==> src/rtl/axis_write_sched_pkg.sv <==
// rtl/axis_write_sched_pkg.sv - shared config-bus defaults, FSM states and index-width helper
//
// Purpose: common definitions for the axis_write descriptor scheduler.
//   DEF_CONFIG_*  default engine ID word and config-bus addresses
//   state_e       scheduler FSM state encoding
//   idx_width()   width of an index into n items, never below 1 bit
package axis_write_sched_pkg;

  localparam int DEF_CONFIG_ID   = 1;
  localparam int DEF_CONFIG_ADDR = 23;
  localparam int DEF_CONFIG_DATA = 24;

  typedef enum logic [2:0] {
    ST_IDLE      = 3'd0,
    ST_SEND_ID   = 3'd1,
    ST_SEND_ADDR = 3'd2,
    ST_SEND_LEN  = 3'd3,
    ST_WAIT_DONE = 3'd4,
    ST_GAP       = 3'd5
  } state_e;

  function automatic int idx_width(input int n);
    return (n <= 1) ? 1 : $clog2(n);
  endfunction

endpackage

==> src/rtl/axis_rr_arbiter.sv <==
// rtl/axis_rr_arbiter.sv - combinational round-robin arbiter starting from a pointer
//
// Purpose: picks the first asserted request searching ptr, ptr+1, ... modulo
// NUM_REQ. The pointer register belongs to the parent.
// Ports:
//   req_i    request vector
//   ptr_i    highest-priority index for this search
//   grant_o  one-hot grant (zero when no request)
//   idx_o    binary index of the winner
//   any_o    at least one request asserted
module axis_rr_arbiter
  import axis_write_sched_pkg::*;
#(
  parameter int NUM_REQ = 4,
  parameter int IW      = idx_width(NUM_REQ)
) (
  input  logic [NUM_REQ-1:0] req_i,
  input  logic [IW-1:0]      ptr_i,
  output logic [NUM_REQ-1:0] grant_o,
  output logic [IW-1:0]      idx_o,
  output logic               any_o
);

  localparam logic [IW:0] NR_W = (IW+1)'(NUM_REQ);

  // One extra bit so ptr + offset cannot overflow before the modulo wrap.
  logic [IW:0] pos;

  always_comb begin
    grant_o = '0;
    idx_o   = '0;
    any_o   = 1'b0;
    pos     = '0;
    for (int k = 0; k < NUM_REQ; k++) begin
      pos = {1'b0, ptr_i} + (IW+1)'(k);
      if (pos >= NR_W) begin
        pos = pos - NR_W;
      end
      if (!any_o && req_i[pos[IW-1:0]]) begin
        any_o                   = 1'b1;
        grant_o[pos[IW-1:0]]    = 1'b1;
        idx_o                   = pos[IW-1:0];
      end
    end
  end

endmodule

==> src/rtl/axis_write_sched.sv <==
// rtl/axis_write_sched.sv - round-robin descriptor scheduler feeding one axis_write engine
//
// Purpose: accepts one write descriptor at a time from NUM_REQ requesters,
// programs the engine with ID / address / length config words, waits for the
// engine's done pulse, reports completion, then idles CFG_GAP cycles.
// Ports:
//   clk, rst_n            clock, asynchronous active-low reset
//   req_valid/addr/length per-requester descriptors (fields packed per requester)
//   req_ready             one-hot accept, only while idle
//   done                  engine finished the current stream
//   cfg_addr/data/valid   registered config-bus word to the engine
//   cmpl_valid/cmpl_id    one-cycle completion pulse and requester index
//   busy                  scheduler is not idle
module axis_write_sched
  import axis_write_sched_pkg::*;
#(
  parameter int NUM_REQ       = 4,
  parameter int CONFIG_ID     = DEF_CONFIG_ID,
  parameter int CONFIG_ADDR   = DEF_CONFIG_ADDR,
  parameter int CONFIG_DATA   = DEF_CONFIG_DATA,
  parameter int CONFIG_AWIDTH = 5,
  parameter int CONFIG_DWIDTH = 32,
  parameter int CFG_GAP       = 2
) (
  input  logic                             clk,
  input  logic                             rst_n,
  input  logic [NUM_REQ-1:0]               req_valid,
  input  logic [NUM_REQ*CONFIG_DWIDTH-1:0] req_addr,
  input  logic [NUM_REQ*CONFIG_DWIDTH-1:0] req_length,
  output logic [NUM_REQ-1:0]               req_ready,
  input  logic                             done,
  output logic [CONFIG_AWIDTH-1:0]         cfg_addr,
  output logic [CONFIG_DWIDTH-1:0]         cfg_data,
  output logic                             cfg_valid,
  output logic                             cmpl_valid,
  output logic [idx_width(NUM_REQ)-1:0]    cmpl_id,
  output logic                             busy
);

  localparam int IW = idx_width(NUM_REQ);
  localparam int GW = idx_width(CFG_GAP + 1);
  localparam int DW = CONFIG_DWIDTH;

  localparam logic [IW-1:0]            LAST_IDX = IW'(NUM_REQ - 1);
  localparam logic [GW-1:0]            GAP_LAST = (CFG_GAP > 0) ? GW'(CFG_GAP - 1) : '0;
  localparam logic [CONFIG_AWIDTH-1:0] ID_ADDR  = CONFIG_AWIDTH'(CONFIG_ADDR);
  localparam logic [CONFIG_AWIDTH-1:0] DAT_ADDR = CONFIG_AWIDTH'(CONFIG_DATA);
  localparam logic [DW-1:0]            ID_WORD  = DW'(CONFIG_ID);

  state_e                   state_q;
  logic [IW-1:0]            p_q;
  logic [IW-1:0]            id_q;
  logic [DW-1:0]            addr_q;
  logic [DW-1:0]            len_q;
  logic [GW-1:0]            gap_q;
  logic                     cfg_valid_q;
  logic [CONFIG_AWIDTH-1:0] cfg_addr_q;
  logic [DW-1:0]            cfg_data_q;
  logic                     cmpl_valid_q;
  logic [IW-1:0]            cmpl_id_q;

  logic [NUM_REQ-1:0] arb_grant;
  logic [IW-1:0]      arb_idx;
  logic               arb_any;
  logic [DW-1:0]      sel_addr;
  logic [DW-1:0]      sel_len;

  axis_rr_arbiter #(
    .NUM_REQ (NUM_REQ),
    .IW      (IW)
  ) u_arb (
    .req_i   (req_valid),
    .ptr_i   (p_q),
    .grant_o (arb_grant),
    .idx_o   (arb_idx),
    .any_o   (arb_any)
  );

  // Fields of the winning requester, selected by constant slices.
  always_comb begin
    sel_addr = '0;
    sel_len  = '0;
    for (int i = 0; i < NUM_REQ; i++) begin
      if (arb_grant[i]) begin
        sel_addr = req_addr[i*DW +: DW];
        sel_len  = req_length[i*DW +: DW];
      end
    end
  end

  // Gated by rst_n so no accept is advertised while reset is held.
  assign req_ready  = (rst_n && state_q == ST_IDLE) ? arb_grant : '0;
  assign busy       = (state_q != ST_IDLE);
  assign cfg_valid  = cfg_valid_q;
  assign cfg_addr   = cfg_addr_q;
  assign cfg_data   = cfg_data_q;
  assign cmpl_valid = cmpl_valid_q;
  assign cmpl_id    = cmpl_id_q;

  // Config words are registered on entry to each SEND_* state, so cfg_valid
  // is high exactly while the FSM sits in SEND_ID/SEND_ADDR/SEND_LEN.
  always_ff @(posedge clk or negedge rst_n) begin
    if (!rst_n) begin
      state_q      <= ST_IDLE;
      p_q          <= '0;
      id_q         <= '0;
      addr_q       <= '0;
      len_q        <= '0;
      gap_q        <= '0;
      cfg_valid_q  <= 1'b0;
      cfg_addr_q   <= '0;
      cfg_data_q   <= '0;
      cmpl_valid_q <= 1'b0;
      cmpl_id_q    <= '0;
    end else begin
      cfg_valid_q  <= 1'b0;
      cfg_addr_q   <= '0;
      cfg_data_q   <= '0;
      cmpl_valid_q <= 1'b0;
      case (state_q)
        ST_IDLE: begin
          if (arb_any) begin
            id_q   <= arb_idx;
            addr_q <= sel_addr;
            len_q  <= sel_len;
            p_q    <= (arb_idx == LAST_IDX) ? '0 : arb_idx + IW'(1);
            if (sel_len != '0) begin
              state_q     <= ST_SEND_ID;
              cfg_valid_q <= 1'b1;
              cfg_addr_q  <= ID_ADDR;
              cfg_data_q  <= ID_WORD;
            end else begin
              // Nothing for the engine to do: complete immediately.
              cmpl_valid_q <= 1'b1;
              cmpl_id_q    <= arb_idx;
              gap_q        <= '0;
              state_q      <= (CFG_GAP == 0) ? ST_IDLE : ST_GAP;
            end
          end
        end
        ST_SEND_ID: begin
          state_q     <= ST_SEND_ADDR;
          cfg_valid_q <= 1'b1;
          cfg_addr_q  <= DAT_ADDR;
          cfg_data_q  <= addr_q;
        end
        ST_SEND_ADDR: begin
          state_q     <= ST_SEND_LEN;
          cfg_valid_q <= 1'b1;
          cfg_addr_q  <= DAT_ADDR;
          cfg_data_q  <= len_q;
        end
        ST_SEND_LEN: begin
          state_q <= ST_WAIT_DONE;
        end
        ST_WAIT_DONE: begin
          if (done) begin
            cmpl_valid_q <= 1'b1;
            cmpl_id_q    <= id_q;
            gap_q        <= '0;
            state_q      <= (CFG_GAP == 0) ? ST_IDLE : ST_GAP;
          end
        end
        ST_GAP: begin
          if (gap_q == GAP_LAST) begin
            state_q <= ST_IDLE;
          end else begin
            gap_q <= gap_q + GW'(1);
          end
        end
        default: begin
          state_q <= ST_IDLE;
        end
      endcase
    end
  end

endmodule

==> config.mk <==
export PLATFORM = sky130hd
export DESIGN_NAME = axis_write_sched
export DESIGN_NICKNAME = d
export VERILOG_FILES = /design/src/rtl/axis_write_sched_pkg.sv /design/src/rtl/axis_rr_arbiter.sv /design/src/rtl/axis_write_sched.sv
export SDC_FILE = /design/constraint.sdc
export NUM_CORES = 1
export LEC_CHECK = 0
export CAP_MARGIN = 20
export CORE_MARGIN = 8
export CORE_UTILIZATION = 37
export CTS_CLUSTER_SIZE = 28
export DETAILED_ROUTE_END_ITERATION = 6
export GPL_ROUTABILITY_DRIVEN = 0
export PLACE_DENSITY = 0.78
export SYNTH_ARGS = -nofsm -noshare
export SYNTH_HDL_FRONTEND = slang
export SYNTH_HIERARCHICAL = 1
export SYNTH_SLANG_ARGS = --single-unit
==> constraint.sdc <==
create_clock -name clk -period 3.97 [get_ports clk]
set_clock_uncertainty 0.15 [all_clocks]
set_input_delay 0.794 -clock clk [delete_from_list [all_inputs] [get_ports clk]]
set_output_delay 0.794 -clock clk [all_outputs]
set_load 0.03 [all_outputs]
==> impl_metrics.tcl, run 1 <==
set metrics [dict create \
    dieWidth_um 146 \
    grt_overflow 0 \
    async_reset_ff_share_pct 100 \
    final_nets 1301 \
    antenna_cells 0 \
    die_y_um 146 \
    synth-edff-count 0 \
    root_buffer "clkbuf_16" \
    ys_top_cells_by_area "dfrtp_1 (45%), a21oi_1 (5.4%), a22oi_1 (4.8%), o22ai_1 (4.6%), nor2_1 (4.4%)" \
    yosys_most_used_dff "dfrtp_1" \
    io_buffers 308 \
    post-route-period-util_pct 108 \
    ys_warn_count 6 \
    seq_area_frac_synth_pct 44.6 \
    setup_tns_ns -1.11 \
    fmax_mhz 234 \
    cts-buffers-inserted 9 \
    die-area_um2 21300 \
    via_per_inst 5.64 \
    cts_tree "built" \
    layout-drive-gt1-share_pct 21.1 \
    hold_class "input port to asynchronous set/reset pin" \
    final-setup-viol-count 7 \
    synth_top_area_share_pct 44.6 \
    outcome "finished, violations left" \
    critical_path.max_fanout 10 \
    final_common_cell "clkdlybuf4s50_1" \
    r2r_start "p_q[0]$_DFFE_PN0P_" \
    cp_cell_sequence "buf_6 > buf_4 > mux4_2 > buf_4 > a22oi_1 > o21ai_0 > nor2b_4 > buf_12 > a221oi_1 > o22ai_2 > nor4_4 > nand4_2 > buf_6 > o22ai_4 > mux2_4" \
    hpwl_um 20900 \
    synth_seq_cells 111 \
    violations "negative setup slack" \
    drc_errors 0 \
    htreeDepth 3 \
    cp_slowest_cell "mux4_2" \
    setup.worst_path.end "cmpl_id[0]$_DFFE_PN0P_" \
    startpoint_type "register" \
    detail-route-antenna-nets 0 \
    synthCells 686 \
    grt_pass1_wl_um 41900 \
    slew-limit-headroom_pct 42.2 \
    worst_r2r_path_depth 15 \
    core_um2 16500 \
    cp_slowest_stage_delay_ns 0.56 \
    slew_violations 0 \
    rsz0062_at_grt "yes" \
    crit_start "p_q[0]$_DFFE_PN0P_" \
    worstSetupPathType "register to register" \
    grt_pass1_vias 7089 \
    synth.avg_cell_area_um2 9.09 \
    dr.pass1.iters 5 \
    r2r_end "cmpl_id[0]$_DFFE_PN0P_" \
    syn_area_um2 6230 \
    via_count 7085 \
    required_ns 4.06 \
    layout_min_cycle_time_ns 4.27 \
    cts_buffer_depth 2 \
    start_util_pct 37.7 \
    clk_pin_slew_ns 0.08 \
    yosysTopAreaCell "dfrtp_1" \
    hold_violations 0 \
    avgRoutedWirePerCell_um 22.9 \
    p_per_area_nw_per_um2 1080 \
    setup_ws_ns -0.299 \
    whs_ns 0.265 \
    end_kind "register" \
    synth_fp_nets 956 \
    io_pins 309 \
    worst_pin_slew_ns 0.860 \
    clock-sinks 111 \
    num_rows 47 \
    worstSkewPairLatency_ns 0.35 \
    syn_to_final_growth_pct 81.3 \
    arrival_ns 4.36 \
    grt_max_degree 69 \
    mostFrequentLayoutCells "clkdlybuf4s50_1 (299), dfrtp_1 (111), buf_4 (79), nor2_1 (73), nand2_1 (68)" \
    ir_drop_mv 0.919 \
    synth.distinct_cells 48 \
    reg2reg_slack_ns -0.30 \
    cap_viol_max_count 0 \
    grt_use_total_pct 25.0 \
    leakage_uw 0.00462 \
    drt_iter0_markers 509 \
    antenna_found_initial 0 \
    drt_wl_total_um 28800 \
]
[worst max-delay path: cells and delay by family (launching register included)]
family	cells	cell delay [ns]
buffers and inverters	5	0.80
AND/OR/NAND/NOR	3	0.69
AO/OA/AOI/OAI	5	1.21
multiplexers	2	0.88
flip-flops	1	0.41
[state kept, by name, summed over array words and instances (netlist names), 2 cells and up]
name and cells:
addr_q 32, cfg_data 32, len_q 32, cfg_addr 3
state_q 3, cmpl_id 2, gap_q 2, id_q 2
p_q 2
[cells by family (layout without fill, tap and decap cells)]
logic type	count (synthesis)	in the layout	share of synthesized area (%)
buffers and inverters	78	428	5.52
multiplexers	15	15	3.49
flip-flops	111	111	44.6
XOR/XNOR	1	1	0.141
AND/OR/NAND/NOR	174	174	12.5
adder cells (fa/ha/maj)	7	7	1.40
AO/OA/AOI/OAI	300	300	32.4
[metrics by stage]
| stage | total power [uW] | utilization [%] | cells | instance area, um2 | setup slack, ns |
|---|---|---|---|---|---|
| final | 12200 | 68.4 | 1256 | 11300 | -0.299 |
| after global routing | 12900 | 68.4 | 1256 | 11300 | -0.392 |
| after CTS | 11400 | 66.8 | 1250 | 11000 | -0.0512 |
| after detailed placement | 9080 | 61.0 | 1218 | 10100 | -0.969 |
| after global placement | 8930 | 61.0 | 1218 | 10100 | -0.786 |
| after floorplan | 6270 | - | 686 | 6360 | -0.0645 |
[layout make-up]
class	count	area [um2]
fill	1237	5220
timing repair buffer	404	4040
multi-input combinational	497	3880
sequential	111	2780
tap	220	275
clock buffer	11	253
clock inverter	5	51.3
inverter	8	30.0
[worst min-delay path by stage]
| stage | start | to | slack [ns] | depth (start not counted) |
|---|---|---|---|---|
| finish | rst_n | cfg_data[19]$_DFF_PN0_ | 0.26 | 1 |
| global route | rst_n | cfg_data[16]$_DFF_PN0_ | 0.28 | 1 |
| CTS | rst_n | cfg_data[19]$_DFF_PN0_ | 0.26 | 1 |
| detailed placement | len_q[11]$_DFFE_PN0P_ | len_q[11]$_DFFE_PN0P_ | 0.32 | 2 |
| global placement | addr_q[4]$_DFFE_PN0P_ | addr_q[4]$_DFFE_PN0P_ | 0.31 | 2 |
| floorplan | len_q[10]$_DFFE_PN0P_ | len_q[10]$_DFFE_PN0P_ | 0.30 | 2 |
[Yosys cell counts (2+ instances only)]
library cell	instances
nand2b_1	4
buf_6	5
and3_1	4
a22o_1	31
dfrtp_1	111
mux2i_1	3
mux2_2	6
a22oi_1	40
o21ai_0	40
a211oi_1	2
clkbuf_1	51
o22ai_1	46
mux4_2	2
nand2_1	68
buf_1	9
nor3_1	5
o31ai_1	34
mux4_1	2
nor4_2	4
nand3_1	2
buf_4	3
nor2b_1	4
inv_1	8
ha_1	7
nor2_1	73
a221oi_1	31
a21oi_1	67
buf_2	2
or2_1	2
mux2_1	2
[power by group]
| part | switching (uW) | internal (uW) |
|---|---|---|
| logic | 4930 | 4350 |
| clock network | 442 | 473 |
| registers | 347 | 1630 |
[timing repair]
action                                 in CTS  in global routing
hold buffers                                0                  0
setup endpoints to repair                  14                 43
setup buffers                              13                  6
pin swaps                                  22                 13
gates cloned                                4                  1
endpoints found under the hold margin       0                  0
resized for setup                          87                 28
[layer usage]
layer | GRT usage, % | part of all wire (%) | vias up
met3 | 6.50 | 8.3 | 70
met4 | 9.16 | 3.4 | 0
met2 | 40.7 | 47 | 377
met1 | 31.4 | 41 | 3350
met5 | 0 | 0 | -
li1 | - | - | 3288
Note: power is estimated with default switching activity, not from simulation.
==> run 2, diff against run 1 <==
- GPL_ROUTABILITY_DRIVEN: 0 -> unset
==> impl_metrics.tcl, run 2 (same netlist as run 1, synthesis figures left out) <==
set metrics [dict create \
    slew-limit-headroom_pct 43.2 \
    rsz0062_at_grt "yes" \
    setup_tns_ns -0.905 \
    root_buffer "clkbuf_16" \
    hold_violations 0 \
    outcome "finished, violations left" \
    placed_area_um2 10100 \
    cap_viol_max_count 0 \
    drc_errors 0 \
    grt_overflow 0 \
    grt_max_degree 77 \
    grt_pass1_wl_um 43100 \
    p_total_uw 12300 \
    end_kind "register" \
    via_count 7220 \
    die_y_um 146 \
    dieWidth_um 146 \
    routabilityCongestion 0.919 \
    die-area_um2 21300 \
    post-route-period-util_pct 106 \
    worstSetupPathType "input port to register" \
    design_area_um2 11500 \
    avgRoutedWirePerCell_um 24.1 \
    required_ns 4.06 \
    mostFrequentLayoutCells "clkdlybuf4s50_1 (299), dfrtp_1 (111), buf_4 (79), nor2_1 (73), nand2_1 (68)" \
    arrival_ns 4.29 \
    grt_pass1_vias 7341 \
    clock-sinks 111 \
    dp.cells 1219 \
    syn_to_final_growth_pct 84.0 \
    final_nets 1301 \
    ir_drop_mv 0.836 \
    worst_pin_slew_ns 0.852 \
    via_per_inst 5.75 \
    final-setup-viol-count 5 \
    hpwl_um 21400 \
    setup_ws_ns -0.226 \
    dr.pass1.iters 4 \
    drt_iter0_markers 512 \
    final_common_cell "clkdlybuf4s50_1" \
    antenna_cells 0 \
    cts_buffer_depth 2 \
    cts-buffers-inserted 9 \
    layout-drive-gt1-share_pct 22.1 \
    antenna_found_initial 0 \
    io_pins 309 \
    slew_violations 0 \
    startpoint_type "input port" \
    htreeDepth 3 \
    p_per_area_nw_per_um2 1070 \
    fmax_mhz 238 \
    drt_wl_total_um 30200 \
    clk_pin_slew_ns 0.09 \
    core_um2 16500 \
    fin_cells 1256 \
    start_util_pct 37.7 \
    leakage_uw 0.00466 \
    pre_cts_slack_ns -0.982 \
    io_buffers 308 \
    hold_class "input port to asynchronous set/reset pin" \
    violations "negative setup slack" \
    critical_path.max_fanout 31 \
    cts_tree "built" \
    grt_use_total_pct 25.7 \
    worstSkewPairLatency_ns 0.36 \
    detail-route-antenna-nets 0 \
    num_rows 47 \
    layout_min_cycle_time_ns 4.20 \
]
[run 2: worst paths after layout]
path	from	slack [ns]	depth (start not counted)	end
setup / recovery	req_valid[0]	-0.23	14	cmpl_id[1]$_DFFE_PN0P_
hold / removal	rst_n	0.15	1	cfg_data[21]$_DFF_PN0_
setup reg to reg	p_q[0]$_DFFE_PN0P_	-0.22	14	cmpl_id[1]$_DFFE_PN0P_
hold reg to reg	addr_q[22]$_DFFE_PN0P_	0.34	2	addr_q[22]$_DFFE_PN0P_
max in group asynchronous	rst_n	2.36	2	cfg_data[10]$_DFF_PN0_
min in group clk	addr_q[22]$_DFFE_PN0P_	0.34	2	addr_q[22]$_DFFE_PN0P_
[run 2: area by class of cell]
class | count | area [um2]
clock buffer | 10 | 229
clock inverter | 6 | 55.1
fill | 1217 | 5050
inverter | 8 | 32.5
multi-input combinational | 497 | 4080
sequential | 111 | 2780
tap | 220 | 275
timing repair buffer | 404 | 4020
[run 2: critical path, stage by stage]
cell and delay, ns:
buf_2 0.12, mux4_2 0.50, and2b_2 0.28, a22oi_1 0.31, o21ai_4 0.11, buf_4 0.15, buf_12 0.20, a221oi_4 0.34
o22ai_1 0.17, nor4_2 0.40, nand4_2 0.17, buf_6 0.17, o22ai_4 0.19, mux2_4 0.32
[run 2: where the power goes]
| group | internal [uW] | total (uW) | switching (uW) |
|---|---|---|---|
| clock network | 438 | 875 | 437 |
| registers | 1630 | 1980 | 352 |
| logic | 4310 | 9430 | 5120 |
| total | 6380 | 12300 | 5910 |
[run 2: what timing repair did]
action                     in CTS  in global routing
hold buffers                    0                  0
setup endpoints to repair      14                 32
pin swaps                      22                 14
gates resized for setup        96                 51
cloned                          2                  2
setup buffers                  12                  4
[run 2: metal layers]
| layer | wire (um) | global-route usage (%) |
|---|---|---|
| met1 | 12000 | 32.0 |
| met2 | 14800 | 43.3 |
| met3 | 2330 | 5.10 |
| met4 | 1080 | 9.47 |
| met5 | 0 | 0 |
[run 2: per-stage QoR]
stage / hold WS (ns) / util, %
final: 0.153 / 69.4
after global routing: 0.163 / 69.4
after CTS: 0.155 / 66.7
after detailed placement: 0.322 / 61.0
after global placement: 0.315 / 61.0
after floorplan: 0.299 / -
